File: src/rtl/lcd_fb_writer.sv
// rtl/lcd_fb_writer.sv - LCD pixel bus capture into the 36-bit column-split framebuffer RAM
//
// Purpose:
//   Synchronizes the console LCD pixel bus into the clk domain. Each accepted
//   pixel is written into the framebuffer that the HDMI image generator reads.
//   Three pixels share one 36-bit word. The word at lineBase+i holds:
//     pixel i          in [35:24]
//     pixel COLLEN+i   in [23:12]
//     pixel 2*COLLEN+i in [11:0]
//   Each write drives the pixel into all three lanes, and a one-hot lane enable
//   selects the lane that is stored. No read-modify-write is needed.
//
// Optional feature (macro FBW_DROP_CNT_EN):
//   defined   - dropCnt counts dropped pixel strobes. It saturates at 16'hFFFF
//               and clears only on rst.
//   undefined - dropCnt is tied to zero.
//
// Ports:
//   clk         in   system clock (more than 4x lcdDclk)
//   rst         in   asynchronous active-high reset
//   lcdDclk     in   LCD pixel clock (async); a pixel is valid on its rising edge
//   lcdHsync    in   line sync (async); a rising edge starts a new line
//   lcdVsync    in   frame sync (async); a rising edge starts a new frame
//   lcdData     in   pixel {R[3:0],G[3:0],B[3:0]}
//   fbAddr      out  RAM write address
//   fbData      out  RAM write data (pixel replicated into 3 lanes)
//   fbWe        out  one-cycle RAM write strobe
//   fbLaneEn    out  lane enables: bit2=[35:24], bit1=[23:12], bit0=[11:0]
//   frameStart  out  one-cycle pulse on each accepted vsync
//   lineCnt     out  current line index
//   dropCnt     out  dropped pixel count (optional feature)
module lcd_fb_writer #(
    parameter int COLLEN      = 75,
    parameter int PIXELS      = 224,
    parameter int LINES       = 144,
    parameter int SYNC_STAGES = 2
) (
    input  logic        clk,
    input  logic        rst,
    input  logic        lcdDclk,
    input  logic        lcdHsync,
    input  logic        lcdVsync,
    input  logic [11:0] lcdData,
    output logic [13:0] fbAddr,
    output logic [35:0] fbData,
    output logic        fbWe,
    output logic [2:0]  fbLaneEn,
    output logic        frameStart,
    output logic [7:0]  lineCnt,
    output logic [15:0] dropCnt
);

    localparam int CW = $clog2(COLLEN);
    localparam int XW = $clog2(PIXELS + 1);

    localparam logic [CW-1:0] COL_LAST   = CW'(COLLEN - 1);
    localparam logic [XW-1:0] PIX_N      = XW'(PIXELS);
    localparam logic [7:0]    LINE_LAST  = 8'(LINES - 1);
    localparam logic [13:0]   LINE_STEP  = 14'(COLLEN);

    localparam logic [1:0] S_IDLE   = 2'd0;
    localparam logic [1:0] S_ACTIVE = 2'd1;
    localparam logic [1:0] S_BLANK  = 2'd2;

    // ------------------------------------------------------------------
    // Input synchronizers and edge detection
    // ------------------------------------------------------------------
    logic [SYNC_STAGES-1:0] r_dclk_sync;
    logic [SYNC_STAGES-1:0] r_hs_sync;
    logic [SYNC_STAGES-1:0] r_vs_sync;
    // The data path has one more stage than the control path. The extra stage
    // matches the registered edge detector, so the pixel that leaves the last
    // stage belongs to the dclk event that is presented in the same cycle.
    logic [11:0]            r_data_sync [SYNC_STAGES+1];

    logic r_dclk_d;
    logic r_hs_d;
    logic r_vs_d;
    logic r_dclk_e;
    logic r_hs_e;
    logic r_vs_e;

    always_ff @(posedge clk or posedge rst) begin
        if (rst) begin
            r_dclk_sync <= '0;
            r_hs_sync   <= '0;
            r_vs_sync   <= '0;
            for (int i = 0; i <= SYNC_STAGES; i++) begin
                r_data_sync[i] <= '0;
            end
            r_dclk_d <= 1'b0;
            r_hs_d   <= 1'b0;
            r_vs_d   <= 1'b0;
            r_dclk_e <= 1'b0;
            r_hs_e   <= 1'b0;
            r_vs_e   <= 1'b0;
        end else begin
            r_dclk_sync[0] <= lcdDclk;
            r_hs_sync[0]   <= lcdHsync;
            r_vs_sync[0]   <= lcdVsync;
            for (int i = 1; i < SYNC_STAGES; i++) begin
                r_dclk_sync[i] <= r_dclk_sync[i-1];
                r_hs_sync[i]   <= r_hs_sync[i-1];
                r_vs_sync[i]   <= r_vs_sync[i-1];
            end
            r_data_sync[0] <= lcdData;
            for (int i = 1; i <= SYNC_STAGES; i++) begin
                r_data_sync[i] <= r_data_sync[i-1];
            end
            r_dclk_d <= r_dclk_sync[SYNC_STAGES-1];
            r_hs_d   <= r_hs_sync[SYNC_STAGES-1];
            r_vs_d   <= r_vs_sync[SYNC_STAGES-1];
            r_dclk_e <= r_dclk_sync[SYNC_STAGES-1] & ~r_dclk_d;
            r_hs_e   <= r_hs_sync[SYNC_STAGES-1]   & ~r_hs_d;
            r_vs_e   <= r_vs_sync[SYNC_STAGES-1]   & ~r_vs_d;
        end
    end

    // ------------------------------------------------------------------
    // Event arbitration: vsync beats hsync beats dclk
    // ------------------------------------------------------------------
    logic [1:0]    r_state;
    logic [XW-1:0] r_x;
    logic [CW-1:0] r_col;
    logic [1:0]    r_lane;
    logic [13:0]   r_line_base;
    logic [7:0]    r_line_cnt;

    logic [13:0]   r_addr;
    logic [35:0]   r_data;
    logic          r_we;
    logic [2:0]    r_lane_en;
    logic          r_frame_start;

    logic w_hs;
    logic w_dclk;
    logic w_line_adv;
    logic w_wr;

    assign w_hs       = r_hs_e & ~r_vs_e;
    assign w_dclk     = r_dclk_e & ~r_hs_e & ~r_vs_e;
    // Hsyncs that arrive before any pixel of the line (blanking) are ignored.
    assign w_line_adv = w_hs & (r_state == S_ACTIVE) & (r_x != '0);
    assign w_wr       = w_dclk & (r_state == S_ACTIVE) & (r_x < PIX_N);

    // ------------------------------------------------------------------
    // Line/frame state machine and write port
    // ------------------------------------------------------------------
    always_ff @(posedge clk or posedge rst) begin
        if (rst) begin
            r_state       <= S_IDLE;
            r_x           <= '0;
            r_col         <= '0;
            r_lane        <= '0;
            r_line_base   <= '0;
            r_line_cnt    <= '0;
            r_addr        <= '0;
            r_data        <= '0;
            r_we          <= 1'b0;
            r_lane_en     <= '0;
            r_frame_start <= 1'b0;
        end else begin
            r_we          <= 1'b0;
            r_lane_en     <= '0;
            r_frame_start <= 1'b0;

            if (r_vs_e) begin
                // A vsync starts a new frame from any state, including recovery from BLANK.
                r_state       <= S_ACTIVE;
                r_x           <= '0;
                r_col         <= '0;
                r_lane        <= '0;
                r_line_base   <= '0;
                r_line_cnt    <= '0;
                r_frame_start <= 1'b1;
            end else if (w_line_adv) begin
                r_line_cnt  <= r_line_cnt + 8'd1;
                r_line_base <= r_line_base + LINE_STEP;
                r_x         <= '0;
                r_col       <= '0;
                r_lane      <= '0;
                if (r_line_cnt == LINE_LAST) begin
                    r_state <= S_BLANK;
                end
            end else if (w_wr) begin
                r_addr    <= r_line_base + 14'(r_col);
                r_data    <= {3{r_data_sync[SYNC_STAGES]}};
                r_lane_en <= 3'b100 >> r_lane;
                r_we      <= 1'b1;
                r_x       <= r_x + 1'b1;
                // Column wraps into the next 12-bit lane of the same words.
                if (r_col == COL_LAST) begin
                    r_col  <= '0;
                    r_lane <= r_lane + 1'b1;
                end else begin
                    r_col <= r_col + 1'b1;
                end
            end
        end
    end

    assign fbAddr     = r_addr;
    assign fbData     = r_data;
    assign fbWe       = r_we;
    assign fbLaneEn   = r_lane_en;
    assign frameStart = r_frame_start;
    assign lineCnt    = r_line_cnt;

    // ------------------------------------------------------------------
    // Dropped-pixel counter
    // ------------------------------------------------------------------
`ifdef FBW_DROP_CNT_EN
    logic        w_drop;
    logic [15:0] r_drop_cnt;

    // A dclk event is dropped when no write is issued for it. This covers
    // three cases: it lost arbitration, the state was not ACTIVE, or it was
    // past the end of the line.
    assign w_drop = r_dclk_e & ~w_wr;

    always_ff @(posedge clk or posedge rst) begin
        if (rst) begin
            r_drop_cnt <= '0;
        end else if (w_drop && (r_drop_cnt != 16'hFFFF)) begin
            r_drop_cnt <= r_drop_cnt + 16'd1;
        end
    end

    assign dropCnt = r_drop_cnt;
`else
    assign dropCnt = '0;
`endif

endmodule

File: config.mk
export PLATFORM = sky130hd
export DESIGN_NAME = lcd_fb_writer
export DESIGN_NICKNAME = d
export VERILOG_FILES = /design/src/rtl/lcd_fb_writer.sv
export SDC_FILE = /design/constraint.sdc
export NUM_CORES = 1
export LEC_CHECK = 0
export BUFFER_PORTS_ARGS = -buffer_cell sky130_fd_sc_hd__buf_4
export CAP_MARGIN = 20
export CORE_ASPECT_RATIO = 1.4
export CORE_MARGIN = 2
export CORE_UTILIZATION = 30
export CTS_BUF_LIST = sky130_fd_sc_hd__clkbuf_4 sky130_fd_sc_hd__clkbuf_8
export CTS_CLUSTER_DIAMETER = 200
export CTS_CLUSTER_SIZE = 16
export DETAILED_ROUTE_END_ITERATION = 7
export PLACE_DENSITY_LB_ADDON = 0.1
export SYNTH_ARGS = -nofsm -noshare
export SYNTH_HDL_FRONTEND = slang
export SYNTH_SLANG_ARGS = --single-unit
File: constraint.sdc
create_clock -name clk -period 4.4 [get_ports clk]
set_clock_uncertainty 0.2 [all_clocks]
set_input_delay 0.22 -clock clk [delete_from_list [all_inputs] [get_ports clk]]
set_output_delay 0.22 -clock clk [all_outputs]
set_load 0.03 [all_outputs]
==> metrics.md <==
| Metric | Value |
|---|---|
| Status | finished clean |
| Startpoint Class | flip-flop |
| Final Cell Area | 6220 um2 |
| Critical R2R Capture | r_x[1]$_DFFE_PP0P_ |
| Met3 Use GR | 0.0438 |
| Setup total negative slack | 0 ns |
| Worst EP arrival | 3.04 ns |
| Initial DRT Pass Iterations | 4 |
| DR vias | 3444 |
| Global placement routability congestion | 0.771 |
| Layout net count | 581 |
| Root Buffer | clkbuf_8 |
| Max Clk Rate | 0.344 GHz |
| FF-to-FF path depth | 6 |
| # rows | 56 |
| Post-DP Area | 5670 um2 |
| Type of the worst setup path | flip-flop to flip-flop |
| Tot GR Track Use | 0.121 |
| Syn Inst Count | 468 |
| Reg2reg start | r_x[1]$_DFFE_PP0P_ |
| H-tree depth | 4 |
| Netlist cell types | 49 |
| Final setup fails | 0 |
| CTS tree | built |
| Ys flop type | dfrtp_1 |
| Worst Hold Class | flip-flop to flip-flop |
| Global-route wire length before repair | 16.7 mm |
| Die area | 18100 um2 |
| Routed Antenna Nets | 0 |
| Compound-Gate Fraction of Synth Area | 0.0861 |
| Syn Area/Cell | 10.9 um2 |
| Most frequent cells in the layout | dfrtp_1, buf_4, nand2_1 |
| CTS clk-pin slew, worst paths | 0.07 ns |
| Final Max Slew Viols | 0 |
| Register area share after synthesis | 0.589 |
| Sink Count | 120 |
| Die X | 114 um |
| Initial Utilization | 0.306 |
| Post-Synthesis Cell Area | 5100 um2 |
| Seq cells post-synth | 120 |
| Antenna violations before repair | 0 |
| Antenna fix cells | 0 |
| DR iter-0 viols | 187 |
| Busiest grt layer | met2 |
| Slew @ Worst Pin | 0.906 ns |
| Post-synthesis mux area share | 0.00196 |
| Critical path origin | r_x[1]$_DFFE_PP0P_ |
| Final hold viol count | 0 |
| Min-Delay Path Depth | 0 |
| Crit end category | flip-flop |
| R2R Setup Slk | 1.49 ns |
| Pwr/cell area | 445 nW/um2 |
| Die height | 158 um |
| XOR/XNOR Fraction of Synth Area | 0.0515 |
| Dpl hpwl | 6.69 mm |
| P_leak | 0.00299 uW |
| Port bufs | 79 |
| Share of cells above drive strength 1 | 0.213 |
| Clk_lat worst skew | 0.44 ns |
| Met1 Use GR | 0.147 |
| Critical path endpoint | r_x[1]$_DFFE_PP0P_ |
| Drt drc | 0 |
| Unrepaired setup endpoints after global routing | false |
| Largest net degree at the start of global routing | 67 |
| Routed wire length per instance | 13.4 um |
| Overflow left after global routing | 0 |
| Final min period | 2.91 ns |
| Max FO, Critical Path | 13 |
| IO Pins | 96 |
| Worst rel slew slack | 0.396 |
| Largest family of logic cells by synthesized area | simple AND/OR/NAND/NOR gates |
| WL final | 10.2 mm |
| Worst vdd ir | 155 uV |
| Vias in the first global route | 3357 |
| Via/cell ratio | 4.52 |
| Core area | 16700 um2 |
| Async SR Flop Fraction | 1.00 |
| Synth-to-layout area growth | 21.9% |
| Yosys warns | 0 |
| Commonest non-fill, non-tap cell in the layout | dfrtp_1 |
| Post-synthesis adder-cell area fraction | 0.0432 |
| Required @ worst endpoint | 4.53 ns |
| Post-synthesis simple-gate area fraction | 0.148 |
| GR Util met2 | 0.196 |
| Post-synth EDFFs | 0 |
| Maximum root-to-sink buffer count | 2 |
| TritonCTS Buffers | 17 |
| Max-Cap Viols | 0 |
| Fin crit share | 0.661 |
worst min path at each step:
stage	startpoint	to	slack (ns)
after floorplan	lcdData[0]	r_data_sync[24]$_DFF_PP0_	0.05
after global placement	lcdData[11]	r_data_sync[35]$_DFF_PP0_	0.13
after detailed placement	lcdHsync	r_hs_sync[0]$_DFF_PP0_	0.13
after CTS	r_data_sync[20]$_DFF_PP0_	r_data_sync[8]$_DFF_PP0_	0.15
after global routing	r_data_sync[20]$_DFF_PP0_	r_data_sync[8]$_DFF_PP0_	0.15
final	r_data_sync[20]$_DFF_PP0_	r_data_sync[8]$_DFF_PP0_	0.14
routing by layer:
metal  vias up  wire length [um]
met5         -                 0
met4         0               138
met3        11               443
met2        84              5080
met1      1684              4560
li1       1665                 -
worst max-delay path, stage by stage (launching register included):
cell and delay [ns]:
dfrtp_1 0.42, inv_1 0.09, ha_1 0.14, or4b_1 0.49
o211ai_1 0.72, nand2b_1 0.41, o31ai_1 0.32
final cells by class:
cell class              count  area [um2]
well taps                 203         254
flip-flops and latches    120        3000
repair buffers             98         776
fillers                  1676       10500
multi-input cells         296        1750
inverters                  14        55.1
clock buffers              22         284
clock inverters             9         100
cells in the mapped netlist, types with 2 or more instances:
cell	instances	share of area
buf_4	40	0.059
and3_1	7	0.0086
and2_1	3	0.0037
nor2b_1	5	0.0061
ha_1	16	0.039
inv_1	13	0.0096
o211ai_1	3	0.0044
clkbuf_1	8	0.0059
a21o_1	2	0.0029
nor3_1	3	0.0029
a21oi_1	16	0.016
nand2b_1	3	0.0037
o21a_1	3	0.0044
a211oi_1	7	0.010
dfrtp_1	120	0.59
nor2_1	31	0.023
nand3_1	17	0.017
o21ai_0	28	0.027
nand4_1	6	0.0074
xor2_1	20	0.034
o31ai_1	2	0.0029
or3_1	6	0.0074
xnor2_1	10	0.017
buf_2	5	0.0049
nand2_1	70	0.052
per-stage QoR:
| stage | setup WS [ns] | util | power (uW) | std cells | hold slack (ns) |
|---|---|---|---|---|---|
| after floorplan | 0.794 | - | 1680 | 483 | 0.0514 |
| after global placement | 1.51 | 0.340 | 1820 | 715 | 0.130 |
| after detailed placement | 1.43 | 0.340 | 1820 | 715 | 0.131 |
| after CTS | 1.41 | 0.373 | 2820 | 762 | 0.147 |
| after global routing | 1.13 | 0.373 | 2920 | 762 | 0.154 |
| final | 1.49 | 0.373 | 2770 | 762 | 0.144 |
registers in the layout, summed over array words and instances, names as in the netlist, 3 cells and up:
signal / flops
fbLaneEn: 3
fbAddr: 14
r_x: 8
r_data_sync: 36
lineCnt: 8
r_line_base: 14
r_col: 7
fbData: 12
where the power goes:
group	total [uW]	internal (uW)	switching [uW]
clock network	959	543	416
registers	1270	1190	78.1
logic	542	191	351
timing repair:
action / CTS / global route
gates resized for setup: 0 / 0
buffers inserted: 0 / 0
hold buffers: 16 / 0
hold endpoints to repair: 79 / 0
cell families after synthesis:
family / Yosys count
AOI/OAI and AO/OA: 71
DFF: 120
buffers and inverters: 67
muxes: 1
and+or+nand+nor: 161
other: 1
xor gates and xnor gates: 30
adders and majority gates: 17
Power figures use the tool's default switching activity.
